`src/rtl/adc_multi_monitor_pkg.sv`:
```
// Shared definitions for the multi-channel ADC monitor: frame state encoding,
// result/limit width and the channel-select width helper.
package adc_multi_monitor_pkg;

    // Results and limits are carried as 16-bit unsigned values throughout.
    localparam int LIM_W = 16;

    typedef enum logic [2:0] {
        ST_IDLE     = 3'd0,
        ST_CONVERT  = 3'd1,
        ST_SCK_HIGH = 3'd2,
        ST_SCK_LOW  = 3'd3,
        ST_DONE     = 3'd4
    } state_e;

    // Channel select width; a single channel still gets a 1-bit select.
    function automatic int chw(input int n);
        return (n <= 1) ? 1 : $clog2(n);
    endfunction

endpackage

```
`src/rtl/adc_multi_monitor_if.sv`:
```
// ADC pin bundle plus the result bus towards the I2C register block.
// master = monitor side, slave = ADC/consumer side.
interface adc_multi_monitor_if
    import adc_multi_monitor_pkg::*;
#(
    parameter int CHW = 1
) ();
    logic             adc_convert;
    logic             adc_sck;
    logic [CHW-1:0]   adc_chsel;
    logic             adc_sdo;
    logic             data_valid;
    logic [CHW-1:0]   data_ch;
    logic [LIM_W-1:0] data_value;
    logic             hold;

    modport master (
        output adc_convert, adc_sck, adc_chsel, data_valid, data_ch, data_value,
        input  adc_sdo, hold
    );

    modport slave (
        input  adc_convert, adc_sck, adc_chsel, data_valid, data_ch, data_value,
        output adc_sdo, hold
    );
endinterface

```
`src/rtl/adc_multi_monitor_result_hold.sv`:
```
// Result delivery towards the register block: capture register, one-deep
// pending buffer while the consumer holds, and overrun flag. A result that
// arrives while the buffer is already full is dropped; the older one is kept.
module adc_result_hold
    import adc_multi_monitor_pkg::*;
#(
    parameter int CHW = 1
) (
    input  logic             clk,
    input  logic             rstn,
    input  logic             cap_valid_i,
    input  logic [CHW-1:0]   cap_ch_i,
    input  logic [LIM_W-1:0] cap_value_i,
    input  logic             hold_i,
    input  logic             status_clear_i,
    output logic             data_valid_o,
    output logic [CHW-1:0]   data_ch_o,
    output logic [LIM_W-1:0] data_value_o,
    output logic             overrun_o
);
    logic             out_valid_q, out_valid_d;
    logic [CHW-1:0]   out_ch_q, out_ch_d;
    logic [LIM_W-1:0] out_value_q, out_value_d;
    logic             pend_valid_q, pend_valid_d;
    logic [CHW-1:0]   pend_ch_q, pend_ch_d;
    logic [LIM_W-1:0] pend_value_q, pend_value_d;
    logic             overrun_q, overrun_d;

    // Route each new result to the outputs, the pending slot, or the bin.
    always_comb begin
        out_valid_d  = 1'b0;
        out_ch_d     = out_ch_q;
        out_value_d  = out_value_q;
        pend_valid_d = pend_valid_q;
        pend_ch_d    = pend_ch_q;
        pend_value_d = pend_value_q;
        overrun_d    = overrun_q & ~status_clear_i;
        if (!hold_i) begin
            if (pend_valid_q) begin
                // Oldest result goes out first; a simultaneous capture refills the slot.
                out_valid_d  = 1'b1;
                out_ch_d     = pend_ch_q;
                out_value_d  = pend_value_q;
                pend_valid_d = cap_valid_i;
                if (cap_valid_i) begin
                    pend_ch_d    = cap_ch_i;
                    pend_value_d = cap_value_i;
                end
            end else if (cap_valid_i) begin
                out_valid_d = 1'b1;
                out_ch_d    = cap_ch_i;
                out_value_d = cap_value_i;
            end
        end else if (cap_valid_i) begin
            if (!pend_valid_q) begin
                pend_valid_d = 1'b1;
                pend_ch_d    = cap_ch_i;
                pend_value_d = cap_value_i;
            end else begin
                overrun_d = 1'b1;
            end
        end
    end

    // Output and buffer registers.
    always_ff @(posedge clk or negedge rstn) begin
        if (!rstn) begin
            out_valid_q  <= 1'b0;
            out_ch_q     <= '0;
            out_value_q  <= '0;
            pend_valid_q <= 1'b0;
            pend_ch_q    <= '0;
            pend_value_q <= '0;
            overrun_q    <= 1'b0;
        end else begin
            out_valid_q  <= out_valid_d;
            out_ch_q     <= out_ch_d;
            out_value_q  <= out_value_d;
            pend_valid_q <= pend_valid_d;
            pend_ch_q    <= pend_ch_d;
            pend_value_q <= pend_value_d;
            overrun_q    <= overrun_d;
        end
    end

    assign data_valid_o = out_valid_q;
    assign data_ch_o    = out_ch_q;
    assign data_value_o = out_value_q;
    assign overrun_o    = overrun_q;

endmodule

```
`src/rtl/adc_multi_monitor.sv`:
```
// Round-robin serial SAR ADC sequencer with per-channel limit compare.
//
// state     | meaning
// ----------+-----------------------------------------------------------
// IDLE      | one cycle; latch next channel and raise convert if enabled
// CONVERT   | convert high for CONV_CYCLES cycles
// SCK_HIGH  | sck high for SCK_DIV cycles; sample sdo on the last one
// SCK_LOW   | sck low for SCK_DIV cycles; loop until ADC_BITS pulses
// DONE      | one cycle; result captured and compared against the limit
module adc_multi_monitor
    import adc_multi_monitor_pkg::*;
#(
    parameter int ADC_BITS    = 14,
    parameter int NUM_CH      = 2,
    parameter int CONV_CYCLES = 21,
    parameter int SCK_DIV     = 1
) (
    input  logic                    clk,
    input  logic                    rstn,
    input  logic                    enable_i,
    input  logic [LIM_W*NUM_CH-1:0] limit_in_i,
    input  logic                    limit_load_i,
    input  logic                    status_clear_i,
    output logic [NUM_CH-1:0]       fail_now_o,
    output logic [NUM_CH-1:0]       fail_sticky_o,
    output logic                    overrun_o,
    adc_multi_monitor_if.master     bus
);
    localparam int             CHW     = chw(NUM_CH);
    localparam logic [CHW-1:0] LAST_CH = CHW'(NUM_CH - 1);

    state_e                        state_q;
    logic [15:0]                   cnt_q;
    logic [3:0]                    bit_cnt_q;
    logic [LIM_W-1:0]              shift_q;
    logic [CHW-1:0]                ch_ptr_q;
    logic [CHW-1:0]                chsel_q;
    logic                          convert_q;
    logic                          sck_q;
    logic [NUM_CH-1:0][LIM_W-1:0]  limit_q;
    logic [NUM_CH-1:0]             fail_now_q, fail_now_d;
    logic [NUM_CH-1:0]             fail_sticky_q, fail_sticky_d;
    logic [NUM_CH-1:0]             fail_set;
    logic                          done;
    logic                          over_limit;

    // Frame sequencer: phase timing by down-counters, sdo shifted in on sck fall.
    always_ff @(posedge clk or negedge rstn) begin
        if (!rstn) begin
            state_q   <= ST_IDLE;
            cnt_q     <= '0;
            bit_cnt_q <= '0;
            shift_q   <= '0;
            ch_ptr_q  <= '0;
            chsel_q   <= '0;
            convert_q <= 1'b0;
            sck_q     <= 1'b0;
        end else begin
            case (state_q)
                ST_IDLE: begin
                    if (enable_i) begin
                        chsel_q   <= ch_ptr_q;
                        ch_ptr_q  <= (ch_ptr_q == LAST_CH) ? '0 : ch_ptr_q + 1'b1;
                        convert_q <= 1'b1;
                        cnt_q     <= 16'(CONV_CYCLES - 1);
                        shift_q   <= '0;
                        state_q   <= ST_CONVERT;
                    end
                end
                ST_CONVERT: begin
                    if (cnt_q == '0) begin
                        convert_q <= 1'b0;
                        sck_q     <= 1'b1;
                        cnt_q     <= 16'(SCK_DIV - 1);
                        bit_cnt_q <= 4'(ADC_BITS - 1);
                        state_q   <= ST_SCK_HIGH;
                    end else begin
                        cnt_q <= cnt_q - 1'b1;
                    end
                end
                ST_SCK_HIGH: begin
                    if (cnt_q == '0) begin
                        shift_q <= {shift_q[LIM_W-2:0], bus.adc_sdo};
                        sck_q   <= 1'b0;
                        cnt_q   <= 16'(SCK_DIV - 1);
                        state_q <= ST_SCK_LOW;
                    end else begin
                        cnt_q <= cnt_q - 1'b1;
                    end
                end
                ST_SCK_LOW: begin
                    if (cnt_q == '0) begin
                        if (bit_cnt_q == '0) begin
                            state_q <= ST_DONE;
                        end else begin
                            bit_cnt_q <= bit_cnt_q - 1'b1;
                            sck_q     <= 1'b1;
                            cnt_q     <= 16'(SCK_DIV - 1);
                            state_q   <= ST_SCK_HIGH;
                        end
                    end else begin
                        cnt_q <= cnt_q - 1'b1;
                    end
                end
                ST_DONE: begin
                    state_q <= ST_IDLE;
                end
                default: begin
                    state_q <= ST_IDLE;
                end
            endcase
        end
    end

    // Limit registers; a load mid-frame simply applies at the next compare.
    always_ff @(posedge clk or negedge rstn) begin
        if (!rstn) begin
            limit_q <= '0;
        end else if (limit_load_i) begin
            limit_q <= limit_in_i;
        end
    end

    assign done       = (state_q == ST_DONE);
    assign over_limit = (shift_q > limit_q[chsel_q]);

    // Fail flags: live flag follows each result, sticky set beats a clear.
    always_comb begin
        fail_now_d = fail_now_q;
        fail_set   = '0;
        if (done) begin
            fail_now_d[chsel_q] = over_limit;
            fail_set[chsel_q]   = over_limit;
        end
        fail_sticky_d = (fail_sticky_q & ~{NUM_CH{status_clear_i}}) | fail_set;
    end

    // Fail flag registers.
    always_ff @(posedge clk or negedge rstn) begin
        if (!rstn) begin
            fail_now_q    <= '0;
            fail_sticky_q <= '0;
        end else begin
            fail_now_q    <= fail_now_d;
            fail_sticky_q <= fail_sticky_d;
        end
    end

    logic             data_valid;
    logic [CHW-1:0]   data_ch;
    logic [LIM_W-1:0] data_value;

    adc_result_hold #(
        .CHW (CHW)
    ) u_hold (
        .clk            (clk),
        .rstn           (rstn),
        .cap_valid_i    (done),
        .cap_ch_i       (chsel_q),
        .cap_value_i    (shift_q),
        .hold_i         (bus.hold),
        .status_clear_i (status_clear_i),
        .data_valid_o   (data_valid),
        .data_ch_o      (data_ch),
        .data_value_o   (data_value),
        .overrun_o      (overrun_o)
    );

    assign bus.adc_convert = convert_q;
    assign bus.adc_sck     = sck_q;
    assign bus.adc_chsel   = chsel_q;
    assign bus.data_valid  = data_valid;
    assign bus.data_ch     = data_ch;
    assign bus.data_value  = data_value;
    assign fail_now_o      = fail_now_q;
    assign fail_sticky_o   = fail_sticky_q;

endmodule
```
`src/flat_wrapper.sv`:
```
// flat-port wrapper written by rule: the top's interface ports become plain ports
module adc_multi_monitor_flat import adc_multi_monitor_pkg::*;
#(
    parameter int ADC_BITS    = 14,
    parameter int NUM_CH      = 2,
    parameter int CONV_CYCLES = 21,
    parameter int SCK_DIV     = 1
)
  (clk, rstn, enable_i, limit_in_i, limit_load_i, status_clear_i, fail_now_o, fail_sticky_o, overrun_o, bus_adc_convert, bus_adc_sck, bus_adc_chsel, bus_data_valid, bus_data_ch, bus_data_value, bus_adc_sdo, bus_hold);
  adc_multi_monitor_if bus_i ();
  input  logic clk;
  input  logic rstn;
  input  logic enable_i;
  input  logic [LIM_W*NUM_CH-1:0] limit_in_i;
  input  logic limit_load_i;
  input  logic status_clear_i;
  output logic [NUM_CH-1:0] fail_now_o;
  output logic [NUM_CH-1:0] fail_sticky_o;
  output logic overrun_o;
  output wire logic [$bits(bus_i.adc_convert)-1:0] bus_adc_convert;
  output wire logic [$bits(bus_i.adc_sck)-1:0] bus_adc_sck;
  output wire logic [$bits(bus_i.adc_chsel)-1:0] bus_adc_chsel;
  output wire logic [$bits(bus_i.data_valid)-1:0] bus_data_valid;
  output wire logic [$bits(bus_i.data_ch)-1:0] bus_data_ch;
  output wire logic [$bits(bus_i.data_value)-1:0] bus_data_value;
  input wire logic [$bits(bus_i.adc_sdo)-1:0] bus_adc_sdo;
  input wire logic [$bits(bus_i.hold)-1:0] bus_hold;
  assign bus_adc_convert = bus_i.adc_convert;
  assign bus_adc_sck = bus_i.adc_sck;
  assign bus_adc_chsel = bus_i.adc_chsel;
  assign bus_data_valid = bus_i.data_valid;
  assign bus_data_ch = bus_i.data_ch;
  assign bus_data_value = bus_i.data_value;
  assign bus_i.adc_sdo = bus_adc_sdo;
  assign bus_i.hold = bus_hold;
  adc_multi_monitor #(.ADC_BITS(ADC_BITS), .NUM_CH(NUM_CH), .CONV_CYCLES(CONV_CYCLES), .SCK_DIV(SCK_DIV)) u_core (.clk(clk), .rstn(rstn), .enable_i(enable_i), .limit_in_i(limit_in_i), .limit_load_i(limit_load_i), .status_clear_i(status_clear_i), .fail_now_o(fail_now_o), .fail_sticky_o(fail_sticky_o), .overrun_o(overrun_o), .bus(bus_i));
endmodule
```
`config.mk`:
```
export PLATFORM = sky130hd
export DESIGN_NAME = adc_multi_monitor_flat
export DESIGN_NICKNAME = d
export VERILOG_FILES = /design/src/rtl/adc_multi_monitor_pkg.sv /design/src/rtl/adc_multi_monitor_if.sv /design/src/rtl/adc_multi_monitor_result_hold.sv /design/src/rtl/adc_multi_monitor.sv /design/src/flat_wrapper.sv
export SDC_FILE = /design/constraint.sdc
export NUM_CORES = 1
export LEC_CHECK = 0
export CORE_UTILIZATION = 30
export CTS_BUF_LIST = sky130_fd_sc_hd__clkbuf_4 sky130_fd_sc_hd__clkbuf_8
export DETAILED_ROUTE_END_ITERATION = 8
export SYNTH_ARGS = -nofsm -noshare
export SYNTH_HDL_FRONTEND = slang
export SYNTH_SLANG_ARGS = --single-unit
```
`constraint.sdc`:
```
create_clock -name clk -period 3.02 [get_ports clk]
set_input_delay 0.755 -clock clk [delete_from_list [all_inputs] [get_ports clk]]
set_output_delay 0.755 -clock clk [all_outputs]
set_load 0.1 [all_outputs]
```
[Word level (Yosys, flattened, before mapping)]
Index checks and enable logic that the tools add are counted.
Storage, ports and cells
  flip-flop bits (word level): 116
  input bits: 39
  output and inout port bits: 26
  word-level logic and storage cells: 118
Cells by class
  add/subtract/negate cells: 3
  order comparisons: 3
  equal/unequal tests: 12
  mux-type cells: 53
  bitwise gates (word level): 7
  reduce and logical (&&, ||, !) cells: 21
Operators by type and width (number)
  2-to-1 mux 16 bit: 14
  case mux 16 bit (3 select lines): 1
  case mux 16 bit (2 select lines): 1
  2-to-1 mux 1 bit: 22
  > comparator 16 bit: 1
  zero test 16 bit: 1
  subtractor 16 x 1 -> 16 bit, second input constant: 1
  2-to-1 mux 3 bit: 5
  2-to-1 mux 4 bit: 3
  case mux 3 bit (4 select lines): 1
  AND reduction 3 bit: 4
  nonzero test 2 bit: 5
  inequality test 2 x 1 -> 1 bit, second input constant: 4
  case mux 4 bit (2 select lines): 1
  AND reduction 4 bit: 2
  == test 3 x 2 -> 1 bit, second input constant: 2
  inequality test 2 bit, second input constant: 3
  nonzero test 3 bit: 2
  AND reduction 5 bit: 1
  AND 2 bit: 2
  zero test 4 bit: 1
  AND reduction 2 bit: 2
  subtractor 4 x 1 -> 4 bit, second input constant: 1
  == test 3 x 1 -> 1 bit, second input constant: 1
  17 further kinds: 18

[Logic depth before layout (Yosys ltp)]
Gate-level depths: netlist of run 1.
  word-level depth: 7
  depth in mapped cells: 9

[Cells and area by module]
A second synthesis of run 1 with hierarchy kept.
Second synthesis, totals
  cell total of the unflattened synthesis: 515
  area, all modules: 5650.4 µm²
Modules (own cells, without submodules)
  adc_multi_monitor: instances 1, cells each 374, area each 3941.3 µm², sequential area each 1976.9 µm²
  adc_result_hold: instances 1, cells each 141, area each 1709.1 µm², sequential area each 925.9 µm²

[Worst setup path after synthesis of run 1]
OpenSTA, ideal clock, no wires.
  path type: flip-flop to flip-flop
  from: register u_core.chsel_q, in the netlist u_core.bus.adc_chsel
  to: register u_core.fail_now_q[1], in the netlist u_core.fail_now_o[1]
  library setup time: 0.147 ns
  data arrival time: 2.925 ns
  data required time: 2.873 ns
  setup slack: -0.052 ns
  cell stages (with the launch flop): 9
  clock period less this slack: 3.072 ns
  cell sequence: dfrtp_1 clkbuf_1 mux2i_1 ha_1 nor2b_1 o211ai_1 a21boi_0 o41ai_1 o21ai_0
Between the ends
  cells in the longest elaborated chain, start to end: 5
  elaborated cells on any way between the ends: 9
  classes of those cells: order compare (3); mux (5); reduce/logical (1)
RTL lines
  from (decl): line adc_multi_monitor.sv:37  | logic [CHW-1:0] chsel_q;
  from (signal assigned): line adc_multi_monitor.sv:62  | chsel_q <= ch_ptr_q;
  parallel branches: the longest is 4 deep, another holds > comparator 16 bit
  bitwise mux 2 bit *: line adc_multi_monitor.sv:132  | fail_now_d[chsel_q] = over_limit;
  to (signal assigned): line adc_multi_monitor.sv:144  | fail_now_q <= fail_now_d;
  to (decl): line adc_multi_monitor.sv:41  | logic [NUM_CH-1:0] fail_now_q, fail_now_d;
Mark *: on every way between the ends. The select of a mux whose other input is x is not followed.
A chain may end at the register's enable or synchronous reset.

[Worst setup path after layout of run 1]
Same ends and word-level chain as after synthesis.

==> flow_summary.ini, run 1 <==
[clock_network]
cts_setup_buffers = 0
cts_tree = done
cts_max_level = 4
root_buffer = clkbuf_8
cts_hold_buffers = 0
cts_resized = 0
clk_latency_ps = 420
cts.reportedPaths.clkPinSlew_ps = 70
clock-sinks = 116
cts_max_path_buffers = 2
cts_inserted_buffers = 17

[sta]
hold_viol = 0
slew_viol_final = 0
setup_viol = 0
fmax_mhz = 386
min_period_ps = 2590
whs_ps = 307
post-route-period-util_pct = 85.9
setup_tns_ps = 0
worstMarginPinSlew_ps = 1070
skew_ps = 11.3
rsz0062_at_grt = no
slew_headroom_pct = 28.4

[setup_path]
required_ps = 3320
worstPathMaxFanout = 22
crit_path_end_kind = register
cp.arrival_ps = 2890
worstSetupPathType = reg -> reg
critPathLaunchType = register

[synth]
syn_area_sq_um = 5450
synth_edf_count = 0
ys_seq_area_share_pct = 53.3
async_flop_share_pct = 100
yosysTopAreaCellShare_pct = 53.3
synth_common_cells = 116 x dfrtp_1, 66 x nand2_1, 50 x mux2_2
synth_seq_cells = 116
yosysTopAreaCell = dfrtp_1
syn_inst = 492
synth_most_common_cell = dfrtp_1
synth.net_count = 550
synth-main-ff-cell = dfrtp_1
ys_warn_count = 0
synth_area_per_cell_sq_um = 11.1
ys_types = 46
synthTopCellsByArea = dfrtp_1 53%, mux2_2 10%, mux2i_1 5.9%

[floorplan]
start_util_pct = 31.1
rows = 48
num_io_pins = 65
fp.coreArea_sq_um = 17500
dieArea_sq_um = 18700
fp.dieH_um = 137
die_w_um = 137

[placed_design]
place.gp.congestion = 0.762
dp_hpwl_mm = 8.12
io_buffers = 64

[detailed_routing]
viasPerCell = 4.76
drc = 0
wl_per_cell_um = 14.1
vias = 3790
drtIter0Drc = 141
firstDrtPassIters = 4
postRouteAntennaNets = 0
routed_wl_mm = 11.2

[power_and_ir_drop]
p_comb_share_pct = 6.3
clock_power_share_pct = 45.8
power.share.sequential_pct = 48.0
leakage_nw = 2.88
ir_drop_mv = 0.213
p_per_area_nw_per_um2 = 502
p_sw_share_pct = 21.3
p_switching_mw = 0.718
p_int_mw = 2.65
power_mw = 3.37

[job]
cap_violations = 0

[final_layout]
area_delta_synth_final_pct = 23.3
fillCellCount = 1752
final_nets = 619
drive_above_1_share_pct = 21.7
antennaDiodeCount = 0

[global_routing]
grt_overflow = 0
grt_pass1_vias = 3780
grt_max_degree = 42
grt_usage_pct = 13.1
grt_pass1_wl_mm = 18.8
grt_antenna_before_repair = 0

[worst_hold_path]
hold_path.class = in -> async

[status]
outcome = finished clean
-- state kept, by name, summed over array words and instances, names as in the netlist --
| signal | cells |
|---|---|
| u_core.u_hold.pend_ch_q | 1 |
| u_core.fail_sticky_o | 2 |
| u_core.state_q | 3 |
| u_core.bus.adc_convert | 1 |
| u_core.limit_q | 32 |
| u_core.bit_cnt_q | 4 |
| u_core.shift_q | 16 |
| u_core.bus.adc_chsel | 1 |
| u_core.u_hold.pend_valid_q | 1 |
| u_core.u_hold.data_value_o | 16 |
| u_core.bus.adc_sck | 1 |
| u_core.u_hold.overrun_o | 1 |
| u_core.fail_now_o | 2 |
| u_core.u_hold.data_valid_o | 1 |
| u_core.u_hold.pend_value_q | 16 |
| u_core.cnt_q | 16 |
| u_core.u_hold.data_ch_o | 1 |
| u_core.ch_ptr_q | 1 |
-- layout by cell type, fill, tap and decap left out, types with 2 or more instances in the layout --
master | netlist | layout
o21ai_1 | 2 | 2
nand3_1 | 10 | 10
ha_1 | 19 | 19
nor2_1 | 22 | 22
inv_1 | 13 | 13
o211ai_1 | 7 | 7
a21o_1 | 3 | 3
nor4_1 | 3 | 2
mux2i_1 | 32 | 32
a31oi_1 | 2 | 2
o22ai_1 | 2 | 2
clkinv_2 | 0 | 4
o2111ai_1 | 3 | 3
nand2_1 | 66 | 66
nand2b_1 | 3 | 3
clkdlybuf4s50_1 | 0 | 37
bufinv_16 | 0 | 4
nand4_1 | 4 | 4
buf_4 | 0 | 37
clkbuf_8 | 0 | 19
mux2_2 | 50 | 50
o21ai_0 | 47 | 47
or4_1 | 4 | 4
nor3_1 | 10 | 10
xnor2_1 | 3 | 3
o31ai_1 | 3 | 3
nor2b_1 | 2 | 2
dfrtp_1 | 116 | 115
xor2_1 | 11 | 11
a211oi_1 | 3 | 3
a21oi_1 | 11 | 11
-- area by class of cell --
class,count,area (sq um),area share (%)
Inverter,13,48.8,0.726
Clock inverter,10,156,2.33
Timing Repair Buffer,74,648,9.64
Tap cell,225,282,4.19
Multi-Input combinational cell,339,2410,35.9
Clock buffer,20,269,4.00
Sequential cell,116,2900,43.2
-- per-layer routing --
layer	track usage (%)	routed length, um	vias to the layer above
met5	0	0	-
met4	5.86	206	0
met3	3.26	476	14
met2	19.9	5000	68
met1	17.6	5530	1819
li1	-	-	1889
-- worst max-delay path: stages, from the launching register on --
cell      delay (ps)
dfrtp_2          760
mux2i_1          350
ha_1             290
nand4_1          150
nor3_1           100
a21boi_0         130
o41ai_1          410
buf_4            190
o21ai_0           90
-- final timing paths --
path / startpoint / end / slack, ps / cells after the start
worst min-delay path: rstn / u_core.limit_q[24]$_DFFE_PN0P_ / 310 / 1
min in group clk: u_core.u_hold.data_value_o[5]$_DFFE_PN0P_ / u_core.u_hold.data_value_o[5]$_DFFE_PN0P_ / 480 / 2
worst max register to register: u_core.bus.adc_chsel$_DFFE_PN0P_ / u_core.fail_now_o[1]$_DFFE_PN0P_ / 430 / 8
max in group asynchronous: rstn / u_core.u_hold.data_value_o[2]$_DFFE_PN0P_ / 2000 / 2
worst max-delay path: u_core.bus.adc_chsel$_DFFE_PN0P_ / u_core.fail_now_o[1]$_DFFE_PN0P_ / 430 / 8
worst min register to register: u_core.u_hold.data_value_o[5]$_DFFE_PN0P_ / u_core.u_hold.data_value_o[5]$_DFFE_PN0P_ / 480 / 2
-- power by group through the flow --
stage               Sequential [mW]  Clock, mW  Combinational [mW]
floorplan                      1.64          0               0.104
global placement               1.64          0               0.208
detailed placement             1.65          0               0.216
CTS                            1.62       1.60               0.217
global route                   1.62       1.67               0.239
finish                         1.62       1.54               0.212
-- cells by family after synthesis --
| family | Yosys count | share of synthesized area [%] |
|---|---|---|
| multiplexers | 82 | 16.2 |
| AO/OA/AOI/OAI | 90 | 9.76 |
| adder cells (fa/ha/maj) | 20 | 4.55 |
| buffers and inverters | 37 | 2.64 |
| AND/OR/NAND/NOR | 133 | 11.3 |
| XOR/XNOR | 14 | 2.25 |
| flip-flops | 116 | 53.3 |
-- per-stage QoR --
step	instances	instance area [sq um]	setup slack (ps)	util [%]
2_1_floorplan	492	5450	216	-
3_3_place_gp	767	6290	431	35.9
3_5_place_dp	767	6290	391	35.9
4_1_cts	797	6720	384	38.3
5_1_grt	797	6720	298	38.3
6_report	797	6720	427	38.3
No activity file was read; power rests on OpenSTA's default activity.
==> inputs of run 2 (changes only) <==
--- a/config.mk
+++ b/config.mk
@@ -8,6 +8,8 @@
 export CORE_UTILIZATION = 30
 export CTS_BUF_LIST = sky130_fd_sc_hd__clkbuf_4 sky130_fd_sc_hd__clkbuf_8
 export DETAILED_ROUTE_END_ITERATION = 8
+export MAX_ROUTING_LAYER = met4
 export SYNTH_ARGS = -nofsm -noshare
 export SYNTH_HDL_FRONTEND = slang
+export SYNTH_HIERARCHICAL = 1
 export SYNTH_SLANG_ARGS = --single-unit
==> flow_summary.ini, run 2 <==
[status]
outcome = finished with violations
failed_checks = DRC

[clock_network]
cts_resized = 0
cts_hold_buffers = 0
cts_inserted_buffers = 17
cts_setup_buffers = 0
cts.reportedPaths.clkPinSlew_ps = 70
root_buffer = clkbuf_8
cts_max_level = 4
clock-sinks = 116
cts_tree = done
clk_latency_ps = 430
cts_max_path_buffers = 2

[setup_path]
worst_path_most_repeated_cell = a2111oi_0
r2r-end = u_core/fail_sticky_o[0]$_DFF_PN0_
crit_path_end_kind = register
required_ps = 3350
slowest_delay_ps = 710
cp_cell_sequence = mux2_2 -> ha_1 -> nor2b_1 -> o211ai_1 -> a2111oi_0 -> a2111oi_0 -> buf_4 -> o32ai_1
r2r_slack_ps = 530
path_buf_inv = 1
reg2reg_depth = 8
rr_startpoint = u_core/bus.adc_chsel$_DFFE_PN0P_
cpLargestDelayFamily = compound AO/OA/AOI/OAI gates
critPathLaunchType = register
slowest_stage = dfrtp_2
worstSetupPathType = reg -> reg
cp.arrival_ps = 2820
worstPathMaxFanout = 21

[synth]
synth_common_cells = 116 x dfrtp_1, 71 x nand2_1, 50 x o21ai_0
yosysTopAreaCellShare_pct = 51.4
ys_warn_count = 6
async_flop_share_pct = 100
ys_types = 55
synth_seq_cells = 116
synth_most_common_cell = dfrtp_1
syn_inst = 515
synth_edf_count = 0
synth_area_per_cell_sq_um = 11.0
synthTopCellsByArea = dfrtp_1 51%, mux2_2 8.2%, nand2_1 4.7%
syn_area_sq_um = 5650
synth.net_count = 573
ys_seq_area_share_pct = 51.4
synth-main-ff-cell = dfrtp_1
yosysTopAreaCell = dfrtp_1

[global_routing]
grt_antenna_before_repair = 0
grt_max_degree = 47
grt_pass1_wl_mm = 21.6
grt_overflow = 0
grt_pass1_vias = 4200
grt_usage_pct = 14.5

[placed_design]
io_buffers = 64
post-place-ws_ps = 486
placedCellCount = 799
dp_hpwl_mm = 9.25
place.gp.congestion = 0.844
placed_area_sq_um = 6520

[final_layout]
fin_area_sq_um = 6930
final_nets = 647
largest_reg_flops = 32
area_delta_synth_final_pct = 22.7
fin_cells = 831
top_register = u_core/limit_q
antennaDiodeCount = 0
final_cell_mix = 115 x dfrtp_1, 71 x nand2_1, 50 x o21ai_0
final_common_cell = dfrtp_1
drive_above_1_share_pct = 22.9

[sta]
skew_ps = 9.63
rsz0062_at_grt = no
min_period_ps = 2490
slew_headroom_pct = 41.5
setup_viol = 0
post-route-period-util_pct = 82.4
fin_ws_ps = 533
slew_viol_final = 0
worstMarginPinSlew_ps = 877
hold_viol = 0
setup_tns_ps = 0
fmax_mhz = 402

[job]
cap_violations = 0

[power_and_ir_drop]
ir_drop_mv = 0.236
p_per_area_nw_per_um2 = 703
leakage_nw = 2.96

[floorplan]
start_util_pct = 31.0
die_w_um = 139
dieArea_sq_um = 19400
fp.dieH_um = 139
fp.coreArea_sq_um = 18200
rows = 49
num_io_pins = 65

[detailed_routing]
drtIter0Drc = 181
routed_wl_mm = 12.8
vias = 4191
firstDrtPassIters = 9
viasPerCell = 5.04
postRouteAntennaNets = 0
drc = 4
wl_per_cell_um = 15.4

[worst_hold_path]
hold_path.class = in -> async
[run 2: changes by cell type after synthesis, moves of 4 or more]
| cell | previous run | this run |
|---|---|---|
| nand2b_1 | 3 | 21 |
| a221o_1 | 0 | 17 |
| nand2_1 | 66 | 71 |
| mux2i_1 | 32 | 16 |
| nor2_1 | 22 | 15 |
| o211ai_1 | 7 | 2 |
| or2_2 | 1 | 5 |
| mux2_4 | 0 | 10 |
| xor2_1 | 11 | 0 |
| mux2_2 | 50 | 41 |
[run 2: worst max path at each step]
stage / from / endpoint / cells past startpoint
floorplan: u_core/bus.adc_chsel$_DFFE_PN0P_ / u_core/fail_now_o[1]$_DFFE_PN0P_ / 8
detailed placement: enable_i / u_core/cnt_q[8]$_DFFE_PN0P_ / 5
CTS: u_core/bus.adc_chsel$_DFFE_PN0P_ / u_core/fail_sticky_o[0]$_DFF_PN0_ / 7
finish: u_core/bus.adc_chsel$_DFFE_PN0P_ / u_core/fail_sticky_o[0]$_DFF_PN0_ / 8
global placement: u_core/bus.adc_chsel$_DFFE_PN0P_ / u_core/fail_sticky_o[0]$_DFF_PN0_ / 8
global route: u_core/bus.adc_chsel$_DFFE_PN0P_ / u_core/fail_now_o[0]$_DFFE_PN0P_ / 8
[run 2: where the power goes]
group	internal [mW]	switching (mW)	leakage [nW]	total (mW)
registers	1.78	0.280	1.43	2.06
clock network	0.868	0.604	0.214	1.47
logic	0.555	0.793	1.32	1.35
total	3.20	1.68	2.96	4.88
[run 2: area by class of cell]
type	count	area [sq um]
Sequential cell	116	2900
Timing Repair Buffer	80	706
Tap cell	229	287
Clock inverter	10	131
Fill cell	1749	11300
Clock buffer	22	278
Inverter	13	48.8
Multi-Input combinational cell	361	2580
[run 2: routing by layer]
metal  wire [um]  vias up  track usage (%)
li1            -     2017                -
met1        6390     2059             20.1
met2        5670      100             20.2
met3         500       15             2.96
met4         213        0             6.55
met5           0        -                -
[run 2: kinds of logic (layout without fill, tap and decap cells)]
family | after synthesis | in the layout | synth area share (%)
AND/OR/NAND/NOR | 161 | 161 | 14.1
adder cells (fa/ha/maj) | 20 | 20 | 4.38
buffers and inverters | 38 | 125 | 3.03
flip-flops | 116 | 116 | 51.4
AO/OA/AOI/OAI | 112 | 112 | 13.3
multiplexers | 67 | 67 | 13.7
XOR/XNOR | 1 | 1 | 0.155
[run 2: stage by stage]
step                utilization, %  hold slack, ps  power (mW)
global route                  38.1             371        5.18
global placement              35.8             458        3.37
CTS                           38.1             345        4.93
detailed placement            35.8             461        3.43
finish                        38.1             342        4.88
floorplan                        -             443        2.98
==> inputs of run 3 (changes only) <==
==> constraint.sdc (replaced) <==
create_clock -name clk -period 2.6 [get_ports clk]
set_input_delay 0.65 -clock clk [delete_from_list [all_inputs] [get_ports clk]]
set_output_delay 0.65 -clock clk [all_outputs]
set_load 0.1 [all_outputs]
==> flow_summary.ini, run 3 (synthesis gave the netlist of run 2 again) <==
[status]
outcome = finished with violations
failed_checks = DRC

[final_layout]
final_common_cell = dfrtp_1
top_register = u_core/limit_q
final_cell_mix = 115 x dfrtp_1, 71 x nand2_1, 50 x o21ai_0
antennaDiodeCount = 0
fin_cells = 837
largest_reg_flops = 32
multi_input_area_sq_um = 2580
fin_area_sq_um = 7000
drive_above_1_share_pct = 23.5
fillCellCount = 1718
area_delta_synth_final_pct = 24.0
regArea_sq_um = 2910
final_nets = 654

[power_and_ir_drop]
power.share.sequential_pct = 41.2
p_sw_share_pct = 34.4
ir_drop_mv = 0.339
p_int_mw = 3.80
leakage_nw = 3.00
clock_power_share_pct = 30.6
p_per_area_nw_per_um2 = 826
p_switching_mw = 1.99
power_mw = 5.79
p_comb_share_pct = 28.2

[placed_design]
io_buffers = 64
placed_area_sq_um = 6570
placedCellCount = 805
dp_hpwl_mm = 9.37
place.gp.congestion = 0.818

[setup_path]
cp.arrival_ps = 2700
worstPathMaxFanout = 14
crit_path_end_kind = register
critPathLaunchType = register
cp_cell_sequence = buf_6 -> mux2i_1 -> ha_1 -> nand2_1 -> o21ai_0 -> a2111oi_1 -> buf_4 -> o32ai_1
slowest_delay_ps = 580
worstSetupPathType = reg -> reg
slowest_stage = dfrtp_4
required_ps = 2910

[worst_hold_path]
hold_path.class = in -> async

[floorplan]
fp.coreArea_sq_um = 18200
rows = 49
fp.dieH_um = 139
num_io_pins = 65
start_util_pct = 31.0
dieArea_sq_um = 19400
die_w_um = 139

[detailed_routing]
wl_per_cell_um = 15.6
viasPerCell = 5.03
routed_wl_mm = 13.0
postRouteAntennaNets = 0
vias = 4212
firstDrtPassIters = 9
drtIter0Drc = 200
drc = 5

[global_routing]
grt_antenna_before_repair = 0
grt_pass1_vias = 4294
grt_pass1_wl_mm = 21.8
grt_usage_pct = 14.7
grt_max_degree = 39
grt_overflow = 0

[clock_network]
clk_latency_ps = 440
cts_inserted_buffers = 17
cts.reportedPaths.clkPinSlew_ps = 70
clock-sinks = 116
cts_resized = 0
cts_max_level = 4
cts_tree = done
cts_setup_buffers = 0
cts_hold_buffers = 0
root_buffer = clkbuf_8
cts_max_path_buffers = 2

[sta]
setup_tns_ps = 0
rsz0062_at_grt = no
setup_viol = 0
skew_ps = 9.38
min_period_ps = 2390
post-route-period-util_pct = 92.0
worstMarginPinSlew_ps = 593
fmax_mhz = 418
slew_viol_final = 0
slew_headroom_pct = 60.5
hold_viol = 0

[job]
cap_violations = 0
-- run 3: cell types whose count changed in the layout (fill, tap and decap cells not counted) --
cell	delta
buf_4	+6
dfrtp_2	-1
dfrtp_4	+1
clkbuf_8	+2
a2111oi_0	-1
nor2_1	+1
nor2_2	-1
clkbuf_4	-1
clkinv_4	+1
a2111oi_1	+1
buf_6	+1
clkinv_2	-3
-- run 3: power groups by stage --
stage | Clock, mW | Sequential (mW) | Combinational [mW]
global route | 1.91 | 2.44 | 1.81
floorplan | 0 | 2.45 | 1.02
CTS | 1.83 | 2.41 | 1.59
finish | 1.77 | 2.38 | 1.63
global placement | 0 | 2.43 | 1.52
detailed placement | 0 | 2.44 | 1.58
-- run 3: final timing paths --
path | slack [ps] | startpoint | cells past startpoint | end
worst max-delay path | 210 | u_core/bus.adc_chsel$_DFFE_PN0P_ | 8 | u_core/fail_sticky_o[0]$_DFF_PN0_
worst min-delay path | 160 | rstn | 1 | u_core/cnt_q[12]$_DFFE_PN0P_
worst max register to register | 210 | u_core/bus.adc_chsel$_DFFE_PN0P_ | 8 | u_core/fail_sticky_o[0]$_DFF_PN0_
worst min register to register | 470 | u_core/ch_ptr_q$_DFFE_PN0P_ | 1 | u_core/ch_ptr_q$_DFFE_PN0P_
max in group asynchronous | 1760 | rstn | 2 | u_core/u_hold/data_value_o[7]$_DFFE_PN0P_
min in group clk | 470 | u_core/ch_ptr_q$_DFFE_PN0P_ | 1 | u_core/ch_ptr_q$_DFFE_PN0P_
-- run 3: routing by layer --
metal  GRT usage [%]  vias up  wire length (um)
met4            5.61        0               224
met2            22.1      112              5840
met5               -        -                 0
met3            3.37       21               659
met1            19.2     2040              6310
li1                -     2039                 -
-- run 3: layout make-up --
| type | count | area share [%] |
|---|---|---|
| clock inverters | 8 | 1.79 |
| repair buffers | 87 | 10.9 |
| flip-flops and latches | 116 | 41.5 |
| well taps | 229 | 4.09 |
| clock buffers | 23 | 4.25 |
| multi-input cells | 361 | 36.8 |
| inverters | 13 | 0.697 |
-- run 3: worst max-delay path: cells and delay by family, from the launching register on --
kind                       cells  cell delay (ps)
DFF                            1              580
muxes                          1              280
and+or+nand+nor                1               80
AOI/OAI and AO/OA              3              600
adders and majority gates      1              300
buffers and inverters          2              420
-- run 3: metrics by stage --
step / hold WS (ps) / utilization, % / worst slack (ps)
after global routing: 163 / 38.5 / 10.6
final: 156 / 38.5 / 209
after floorplan: 354 / - / 72.4
after global placement: 457 / 36.1 / 204
after CTS: 142 / 38.4 / 133
after detailed placement: 464 / 36.1 / 166
